$ cat config.mk
export PLATFORM = sky130hd
export DESIGN_NAME = char_ram_writer_arb_flat
export DESIGN_NICKNAME = d
export VERILOG_FILES = /design/src/rtl/char_ram_writer_arb_if.sv /design/src/rtl/char_ram_writer_arb.sv /design/src/flat_wrapper.sv
export SDC_FILE = /design/constraint.sdc
export NUM_CORES = 1
export LEC_CHECK = 0
export CAP_MARGIN = 10
export CELL_PAD_IN_SITES_DETAIL_PLACEMENT = 2
export CELL_PAD_IN_SITES_GLOBAL_PLACEMENT = 2
export CORE_AREA = 2 2 103 105
export DETAILED_ROUTE_END_ITERATION = 12
export DIE_AREA = 0 0 105 107
export GPL_ROUTABILITY_DRIVEN = 0
export PLACE_DENSITY = 0.81
export SLEW_MARGIN = 15
export SYNTH_ARGS = -nofsm -noshare
export SYNTH_HDL_FRONTEND = slang
export SYNTH_SLANG_ARGS = --single-unit
export TNS_END_PERCENT = 30
$ cat constraint.sdc
create_clock -name clk -period 5.3 [get_ports clk]
set_clock_uncertainty 0.1 [all_clocks]
set_input_delay 0.795 -clock clk [delete_from_list [all_inputs] [get_ports clk]]
set_output_delay 0.795 -clock clk [all_outputs]
set_load 0.005 [all_outputs]
$ cat src/rtl/char_ram_writer_arb_if.sv
// Client request bus and character-RAM write bus of char_ram_writer_arb.
// The slave modport is the arbiter side; the master modport is clients plus RAM.
interface char_ram_writer_arb_if #(
  parameter int AW = 12,
  parameter int DW = 8
);
  logic [2:0]    req_valid;
  logic [AW-1:0] req_addr0;
  logic [AW-1:0] req_addr1;
  logic [AW-1:0] req_addr2;
  logic [DW-1:0] req_data0;
  logic [DW-1:0] req_data1;
  logic [DW-1:0] req_data2;
  logic [2:0]    req_ready;
  logic          wr_en;
  logic [AW-1:0] wr_addr;
  logic [DW-1:0] wr_data;

  modport master (
    output req_valid, req_addr0, req_addr1, req_addr2,
           req_data0, req_data1, req_data2,
    input  req_ready, wr_en, wr_addr, wr_data
  );

  modport slave (
    input  req_valid, req_addr0, req_addr1, req_addr2,
           req_data0, req_data1, req_data2,
    output req_ready, wr_en, wr_addr, wr_data
  );
endinterface

$ cat src/rtl/char_ram_writer_arb.sv
// Write-port arbiter and full-screen fill engine for the 70x30 character RAM.
// Define ARB_ROUND_ROBIN_EN for round-robin arbitration; fixed priority otherwise.
module char_ram_writer_arb #(
  parameter int CELLS = 2100,
  parameter int AW    = 12,
  parameter int DW    = 8
) (
  input  logic          clk,
  input  logic          reset_n,
  input  logic          ce,
  input  logic          fill_start,
  input  logic [DW-1:0] fill_value,
  output logic          fill_busy,
  output logic          fill_done,
  output logic          oob,
  char_ram_writer_arb_if.slave bus
);
  localparam logic [AW-1:0] LAST_CELL = AW'(CELLS - 1);

  typedef enum logic {IDLE, FILL} state_t;
  state_t state, state_next;

  logic [AW-1:0] fill_cnt;
  logic [DW-1:0] fill_char;
  logic [2:0]    grant;
  logic          handshake;
  logic          fill_accept;
  logic [AW-1:0] sel_addr;
  logic [DW-1:0] sel_data;
  logic          wr_en_q;
  logic [AW-1:0] wr_addr_q;
  logic [DW-1:0] wr_data_q;

`ifdef ARB_ROUND_ROBIN_EN
  logic [1:0] last_grant;
  logic [1:0] rr_idx;
  logic       rr_found;
`endif

  always_ff @(posedge clk or negedge reset_n) begin
    if (!reset_n) state <= IDLE;
    else          state <= state_next;
  end

  always_comb begin
    state_next = state;
    case (state)
      IDLE:    if (fill_accept) state_next = FILL;
      FILL:    if (ce && fill_cnt == LAST_CELL) state_next = IDLE;
      default: state_next = IDLE;
    endcase
  end

  // Grant is gated by reset so req_ready reads 0 while reset is held.
  always_comb begin
    grant = 3'b000;
`ifdef ARB_ROUND_ROBIN_EN
    rr_idx   = 2'd0;
    rr_found = 1'b0;
`endif
    if (state == IDLE && ce && reset_n) begin
`ifdef ARB_ROUND_ROBIN_EN
      for (int k = 1; k <= 3; k++) begin
        rr_idx = 2'((int'(last_grant) + k) % 3);
        if (!rr_found && bus.req_valid[rr_idx]) begin
          grant[rr_idx] = 1'b1;
          rr_found      = 1'b1;
        end
      end
`else
      if      (bus.req_valid[0]) grant = 3'b001;
      else if (bus.req_valid[1]) grant = 3'b010;
      else if (bus.req_valid[2]) grant = 3'b100;
`endif
    end
    handshake   = |grant;
    fill_accept = (state == IDLE) && ce && fill_start;
    fill_busy   = (state == FILL) || fill_done;
    sel_addr    = bus.req_addr0;
    sel_data    = bus.req_data0;
    if (grant[1]) begin
      sel_addr = bus.req_addr1;
      sel_data = bus.req_data1;
    end else if (grant[2]) begin
      sel_addr = bus.req_addr2;
      sel_data = bus.req_data2;
    end
  end

  // Fill writes and client writes share one registered write stage.
  always_ff @(posedge clk or negedge reset_n) begin
    if (!reset_n) begin
      wr_en_q   <= 1'b0;
      wr_addr_q <= '0;
      wr_data_q <= '0;
      oob       <= 1'b0;
      fill_done <= 1'b0;
      fill_cnt  <= '0;
      fill_char <= '0;
    end else begin
      wr_en_q   <= 1'b0;
      oob       <= 1'b0;
      fill_done <= 1'b0;
      if (state == FILL) begin
        if (ce) begin
          wr_en_q   <= 1'b1;
          wr_addr_q <= fill_cnt;
          wr_data_q <= fill_char;
          if (fill_cnt == LAST_CELL) fill_done <= 1'b1;
          else                       fill_cnt  <= fill_cnt + 1'b1;
        end
      end else begin
        if (handshake) begin
          wr_addr_q <= sel_addr;
          wr_data_q <= sel_data;
          if (sel_addr > LAST_CELL) oob     <= 1'b1;
          else                      wr_en_q <= 1'b1;
        end
        if (fill_accept) begin
          fill_cnt  <= '0;
          fill_char <= fill_value;
        end
      end
    end
  end

`ifdef ARB_ROUND_ROBIN_EN
  always_ff @(posedge clk or negedge reset_n) begin
    if (!reset_n) begin
      last_grant <= 2'd2;
    end else if (handshake) begin
      if      (grant[0]) last_grant <= 2'd0;
      else if (grant[1]) last_grant <= 2'd1;
      else               last_grant <= 2'd2;
    end
  end
`endif

  assign bus.req_ready = grant;
  assign bus.wr_en     = wr_en_q;
  assign bus.wr_addr   = wr_addr_q;
  assign bus.wr_data   = wr_data_q;
endmodule
$ cat src/flat_wrapper.sv
// flat-port wrapper written by rule: the top's interface ports become plain ports
module char_ram_writer_arb_flat 
#(
  parameter int CELLS = 2100,
  parameter int AW    = 12,
  parameter int DW    = 8
)
  (clk, reset_n, ce, fill_start, fill_value, fill_busy, fill_done, oob, bus_req_valid, bus_req_addr0, bus_req_addr1, bus_req_addr2, bus_req_data0, bus_req_data1, bus_req_data2, bus_req_ready, bus_wr_en, bus_wr_addr, bus_wr_data);
  char_ram_writer_arb_if #(.AW(AW), .DW(DW)) bus_i ();
  input  logic clk;
  input  logic reset_n;
  input  logic ce;
  input  logic fill_start;
  input  logic [DW-1:0] fill_value;
  output logic fill_busy;
  output logic fill_done;
  output logic oob;
  input wire logic [$bits(bus_i.req_valid)-1:0] bus_req_valid;
  input wire logic [$bits(bus_i.req_addr0)-1:0] bus_req_addr0;
  input wire logic [$bits(bus_i.req_addr1)-1:0] bus_req_addr1;
  input wire logic [$bits(bus_i.req_addr2)-1:0] bus_req_addr2;
  input wire logic [$bits(bus_i.req_data0)-1:0] bus_req_data0;
  input wire logic [$bits(bus_i.req_data1)-1:0] bus_req_data1;
  input wire logic [$bits(bus_i.req_data2)-1:0] bus_req_data2;
  output wire logic [$bits(bus_i.req_ready)-1:0] bus_req_ready;
  output wire logic [$bits(bus_i.wr_en)-1:0] bus_wr_en;
  output wire logic [$bits(bus_i.wr_addr)-1:0] bus_wr_addr;
  output wire logic [$bits(bus_i.wr_data)-1:0] bus_wr_data;
  assign bus_i.req_valid = bus_req_valid;
  assign bus_i.req_addr0 = bus_req_addr0;
  assign bus_i.req_addr1 = bus_req_addr1;
  assign bus_i.req_addr2 = bus_req_addr2;
  assign bus_i.req_data0 = bus_req_data0;
  assign bus_i.req_data1 = bus_req_data1;
  assign bus_i.req_data2 = bus_req_data2;
  assign bus_req_ready = bus_i.req_ready;
  assign bus_wr_en = bus_i.wr_en;
  assign bus_wr_addr = bus_i.wr_addr;
  assign bus_wr_data = bus_i.wr_data;
  char_ram_writer_arb #(.CELLS(CELLS), .AW(AW), .DW(DW)) u_core (.clk(clk), .reset_n(reset_n), .ce(ce), .fill_start(fill_start), .fill_value(fill_value), .fill_busy(fill_busy), .fill_done(fill_done), .oob(oob), .bus(bus_i));
endmodule
==> run metrics, run 1 <==
Simple-Gate Fraction of Synth Area=0.2193; commonest cells in the synthesized netlist=dfrtp_1, nand2_1, nor2_1; H-tree levels=2; DR iter-0 viols=98; post-CTS setup buffers=0; CTS Buffer Depth=2; share of the synthesized area in the top cell type=0.4307; Hold/Removal Path Class=reg2reg; Switch Pwr=380.1 uW; reg2reg path depth=8; Buffers on Ports=101; drt pass-1 iters=4; CP Data Required Time=4410 ps; sequential share of power=0.443; Power Density=309.8 mW/mm^2; drc violations=0; clock sinks=44; Antenna Nets Post-Route=0; max-slew violations=0; Syn Inst Count=297; r2r endpoint=u_core.oob$_DFF_PN0_; CTS Buf Count=5; initial antenna violation count=0; register area share after synthesis=0.4307; distinct cell type count after synthesis=between 40 and 50; GRT Total Usage=0.1706; Max-slew headroom=0.5873; Via density=4.920; CP Cell Sequence=clkdlybuf4s50_1 > nor3b_2 > buf_4 > nand2_1 > inv_1 > clkdlybuf4s50_1; die height=107 um; Seq cells post-synth=44; Post-Synth Adder-Cell Area=0.004895; Reg clk slew, reported paths=80 ps; r2r setup slk=approximately 2600 ps; complex-gate fraction of the synthesized area=0.2139; syn_nets=373; Skew-Pair Late Insertion Delay=300 ps; CTS Root Buffer Type=clkbuf_8; critical path class=in2out; Die X-Extent=105 um; area leader, netlist=dfrtp_1; async set or reset register ratio after synthesis=1.000; f_max=259.0 MHz; Hold EP=u_core.bus.wr_addr[0]$_DFFE_PN0P_; startpoint types=input port; minimum clock period=3861 ps; TNS Setup=0 ps; vias in the first global route=2875; final setup fails=0; post-synthesis xor/xnor area fraction=0.02741; Power Total=1.168 mW; Int Pwr=787.9 uW; Area growth syn-to-layout=47.48%; Net Sw Frac=0.3254; DP HPWL=~7.4 mm; worst path buffer plus inverter count=4; kind of cell adding the most delay to the critical path=buffers and inverters; CP Max Fanout=15; critical path arrival=2970 ps; global route total overflow=0; hold path depth=2; layout cells sized above 1=0.08440; hold_buf cts=0; synthesized area=0.002556 sq mm; first-pass GRT wire length=around 15 mm; initial core utilization=0.2533; Worst-Margin Slew=around 600 ps; Total Nets Final=466; RSZ-0062 raised after global routing=false; most frequent cell after synthesis=dfrtp_1; DR WL/cell=17.98 um; num rows=37; Comb pwr share=0.367; die area=0.01124 sq mm; EDFF count, synth=0; Area contributors post-synth=dfrtp_1, nand2_1, nor2_1, o21ai_1, a21oi_1; slowest CP cell=clkdlybuf4s50_1; Final Hold Viols=0; Via Count=2593; status=completed; io pins=102; cell repeated most along the worst path=clkdlybuf4s50_1; Period Utilization, post-route=0.7285; largest family of logic cells by synthesized area=simple AND/OR/NAND/NOR gates; peak supply drop=around 0.00012 V; CP Depth=6; n_diodes=0; Setup crit end kind=output pin; R2R Path Start=u_core.state$_DFF_PN0_; leakage=~1.5 nW; Syn Area/Cell=8.607 sq um; Max-Cap Viols=0; min-delay src=u_core.bus.wr_addr[0]$_DFFE_PN0P_; total of warnings raised by yosys=0; core area=0.01009 sq mm; Post-Route WL=~9.5 mm; CTS tree=built; ys flop type=dfrtp_1; mux cell area share after synthesis=0.05091; CP peak stage delay=740 ps; Clock Power Share=0.190; post_cts resized=0; largest net degree at the start of global routing=48
-- power by group through the flow --
stage          Sequential (mW)  Combinational [mW]  Clock (mW)
6_report                 0.517               0.429       0.222
5_1_grt                  0.534               0.474       0.237
4_1_cts                  0.519               0.438       0.227
3_5_place_dp             0.525               0.435           0
3_3_place_gp             0.514               0.413           0
2_1_floorplan            0.506               0.188           0
-- through the flow --
stage	utilization	instances	cell area [sq um]	setup WS [ps]	hold slack [ps]
after floorplan	-	297	2556	2708	379.3
after global placement	0.3646	519	3680	1492	369.7
after detailed placement	0.3646	519	3680	1436	383.6
after CTS	0.3735	527	3770	1431	404.6
after global routing	0.3735	527	3770	1224	439.8
final	0.3735	527	3770	1439	394.1
-- worst reg2reg max path: stages, from the launching register on --
cell	delay, ps
dfrtp_1	330
buf_4	430
and3b_1	250
buf_4	180
nand2_1	370
mux2i_1	260
a21oi_1	110
or3_1	380
and3_1	170
-- worst max path at each step --
stage,startpoint,to
finish,bus_req_valid[2],bus_req_ready[2]
global placement,bus_req_valid[2],bus_req_ready[2]
floorplan,bus_req_valid[0],bus_req_ready[1]
CTS,bus_req_valid[2],bus_req_ready[2]
global route,bus_req_valid[2],bus_req_ready[2]
detailed placement,bus_req_valid[2],bus_req_ready[2]
-- registers in the layout, summed over array words and instances, names as in the netlist --
| name | flops |
|---|---|
| u_core.bus.wr_addr | 12 |
| u_core.fill_cnt | 12 |
| u_core.bus.wr_data | 8 |
| u_core.fill_char | 8 |
| u_core.bus.wr_en | 1 |
| u_core.fill_done | 1 |
| u_core.oob | 1 |
| u_core.state | 1 |
-- logic make-up after synthesis --
logic type,count (synthesis)
adder cells (fa/ha/maj),1
AND/OR/NAND/NOR,119
AO/OA/AOI/OAI,82
flip-flops,44
XOR/XNOR,8
buffers and inverters,31
multiplexers,12
-- final cells by class --
cell class	count	area (sq um)
Clock buffer	8	90.09
Fill cell	1182	6322
Inverter	10	37.54
Multi-Input combinational cell	222	1320
Sequential cell	44	1101
Tap cell	136	170.2
Timing Repair Buffer	107	1051
-- layer usage --
metal  up-vias  track usage  part of all wire
li1       1246            -                 -
met1      1279       0.2236              0.46
met2        55       0.3006              0.50
met3        13      0.01155             0.020
met4         0      0.05333             0.018
met5         -            0                 0
-- layout by cell type, fill, tap and decap left out, types with 2 or more instances in the layout --
cell,Yosys,layout
a211oi_1,5,5
a31oi_1,6,6
clkdlybuf4s50_1,0,100
o22ai_1,4,4
or2_2,5,5
nor3_1,5,5
mux2_2,8,8
or3_1,3,3
xor2_1,3,3
nand3_1,15,15
clkbuf_8,0,6
o21a_1,4,4
a311oi_1,10,10
and3b_1,2,2
nand4_1,6,6
inv_1,9,9
nand2_1,41,41
buf_4,2,6
o21ai_1,19,19
and3_1,2,2
a21boi_0,4,4
clkbuf_1,13,2
o21ai_0,2,2
xnor2_1,5,5
o221ai_2,3,3
dfrtp_1,44,44
mux2i_1,4,4
nor2_1,32,32
o211ai_1,4,4
a21oi_1,18,18
Note: power is estimated with default switching activity, not from simulation.
==> run 2: changes to the inputs <==
--- a/config.mk
+++ b/config.mk
@@ -8,11 +8,11 @@
 export CAP_MARGIN = 10
 export CELL_PAD_IN_SITES_DETAIL_PLACEMENT = 2
 export CELL_PAD_IN_SITES_GLOBAL_PLACEMENT = 2
-export CORE_AREA = 2 2 103 105
+export CORE_AREA = 2 2 111 113
 export DETAILED_ROUTE_END_ITERATION = 12
-export DIE_AREA = 0 0 105 107
+export DIE_AREA = 0 0 113 115
 export GPL_ROUTABILITY_DRIVEN = 0
-export PLACE_DENSITY = 0.81
+export PLACE_DENSITY = 0.74
 export SLEW_MARGIN = 15
 export SYNTH_ARGS = -nofsm -noshare
 export SYNTH_HDL_FRONTEND = slang
==> constraint.sdc (replaced) <==
create_clock -name clk -period 3.4 [get_ports clk]
set_clock_uncertainty 0.1 [all_clocks]
set_input_delay 0.51 -clock clk [delete_from_list [all_inputs] [get_ports clk]]
set_output_delay 0.51 -clock clk [all_outputs]
set_load 0.005 [all_outputs]
==> run metrics, run 2 (synthesis gave the netlist of run 1 again) <==
CP peak stage delay=550 ps (-190 ps); first-pass GRT wire length=15.31 mm (+0.86%); Switch Pwr=617.9 uW (+63%); R2R Path Start=u_core.fill_cnt[0]$_DFFE_PN0P_; status=finished, violations left; Via Count=2547 (-1.8%); failing checks=design-rule violations; hold slack=255.9 ps (-138.2 ps); Filler Cell Count=1337 (+13%); io pins=102 (unchanged); Final Hold Viols=0 (unchanged); Int Pwr=1.417 mW (+80%); minimum clock period=2898 ps; peak supply drop=0.0001736 V (+44%); Total Nets Final=472 (+1.3%); drt pass-1 iters=10 (+6); critical path arrival=2290 ps (-680 ps); TNS Setup=0 ps (unchanged); DR iter-0 viols=87 (-11%); post-CTS setup buffers=0 (unchanged); max-slew violations=0 (unchanged); Area growth syn-to-layout=52.96%; Power Density=520.5 mW/mm^2 (+68%); CTS Root Buffer Type=clkbuf_16; slowest CP cell=clkdlybuf4s50_1; CP Cell Sequence=clkdlybuf4s50_1 > nor4bb_1 > buf_4 > nand2_4 > inv_1 > clkdlybuf4s50_1; cell repeated most along the worst path=clkdlybuf4s50_1; Clock Power Share=0.275 (+0.085); Via density=4.682 (-4.8%); core area=0.01181 sq mm (+17%); H-tree levels=2 (unchanged); GRT Total Usage=0.1502 (-0.02036); post_cts resized=0 (unchanged); CTS tree=built; Post-Route WL=9.447 mm (-0.27%); die height=115 um (+7.5%); clock sinks=44 (unchanged); most frequent cells in the layout=clkdlybuf4s50_1, dfrtp_1, nand2_1; Period Utilization, post-route=0.8523; kind of cell adding the most delay to the critical path=buffers and inverters; Setup crit end kind=output pin; DR WL/cell=17.37 um (-3.4%); leakage=1.591 nW (+4.1%); sequential share of power=0.394 (-0.049); commonest non-fill, non-tap cell in the layout=clkdlybuf4s50_1; initial core utilization=0.2164 (-0.03687); CP Max Fanout=11 (-4); Worst-Margin Slew=594.4 ps (-20.48 ps); DP HPWL=7.503 mm (+1.6%); Reg clk slew, reported paths=60 ps (-20 ps); Post-DP Area=0.003739 sq mm (+1.6%); final setup fails=0 (unchanged); RSZ-0062 raised after global routing=false; vias in the first global route=2747 (-4.5%); hold_buf cts=0 (unchanged); reg2reg path depth=6 (-2); Die X-Extent=113 um (+7.6%); layout cells sized above 1=0.1033 (+0.01888); drc violations=2 (+2); startpoint types=input port; Max-Cap Viols=0 (unchanged); critical path class=in2out; r2r setup slk=1020 ps (-1580 ps); Skew-Pair Late Insertion Delay=290 ps (about the same); n_diodes=0 (unchanged); num rows=40 (+8.1%); Buffers on Ports=101 (unchanged); CP Depth=6 (unchanged); CTS Buffer Depth=2 (unchanged); f_max=345.1 MHz; final instance area=0.003910 sq mm (+3.7%); initial antenna violation count=0 (unchanged); Hold/Removal Path Class=in2async; CTS Buf Count=5 (unchanged); r2r endpoint=u_core.fill_cnt[9]$_DFFE_PN0P_; Comb pwr share=0.331 (-0.036); Max-slew headroom=0.5981 (+0.01082); CP Data Required Time=2790 ps (-1620 ps); largest net degree at the start of global routing=45 (-6.3%); die area=0.01300 sq mm (+16%); worst path buffer plus inverter count=4 (unchanged); Net Sw Frac=0.3036 (-0.02185); global route total overflow=0 (unchanged); Antenna Nets Post-Route=0 (unchanged)
==> run 2: power by group through the flow <==
stage	sequential, mW	clock, mW	combinational, mW
2_1_floorplan	0.789	0	0.293
4_1_cts	0.805	0.577	0.685
6_report	0.802	0.560	0.674
5_1_grt	0.828	0.597	0.748
3_5_place_dp	0.812	0	0.682
3_3_place_gp	0.802	0	0.661
==> run 2: how the worst max path moves through the flow <==
stage / start / to / slack, ps
after floorplan: bus_req_valid[0] / u_core.oob$_DFF_PN0_ / 1300
after global placement: bus_req_valid[0] / bus_req_ready[1] / 520
after global routing: bus_req_valid[0] / bus_req_ready[1] / 310
after CTS: bus_req_valid[0] / bus_req_ready[1] / 480
after detailed placement: bus_req_valid[0] / u_core.oob$_DFF_PN0_ / 480
final: bus_req_valid[0] / bus_req_ready[1] / 500
==> run 2: area by class of cell <==
type | count | area (sq um) | share of cell area
inverter | 10 | 37.54 | 0.009600
multi-input combinational | 222 | 1320 | 0.3376
clock buffer | 5 | 125.1 | 0.03200
timing repair buffer | 113 | 1096 | 0.2803
clock inverter | 3 | 46.29 | 0.01184
tap | 147 | 183.9 | 0.04704
sequential | 44 | 1101 | 0.2816
==> run 2: worst reg2reg max path, delay by kind of cell, from the launching register on <==
| kind | cells | cell delay, ps |
|---|---|---|
| simple gates | 2 | 660 |
| fa+ha+maj | 1 | 270 |
| flops | 1 | 430 |
| compound gates | 3 | 840 |
==> run 2: stage by stage <==
stage	utilization	setup WS [ps]	cells	power [mW]
after floorplan	-	1302	297	1.082
after global placement	0.3165	524.0	536	1.464
after detailed placement	0.3165	482.4	536	1.494
after CTS	0.3310	479.3	544	2.066
after global routing	0.3310	305.6	544	2.173
final	0.3310	502.2	544	2.035
==> run 2: per-layer routing <==
metal / routed length (um) / part of all wire / GRT usage
met5: 0 / 0 / 0
met4: 150 / 0.016 / 0.04390
met3: 335 / 0.035 / 0.01581
met2: 4593 / 0.49 / 0.2531
met1: 4368 / 0.46 / 0.2052
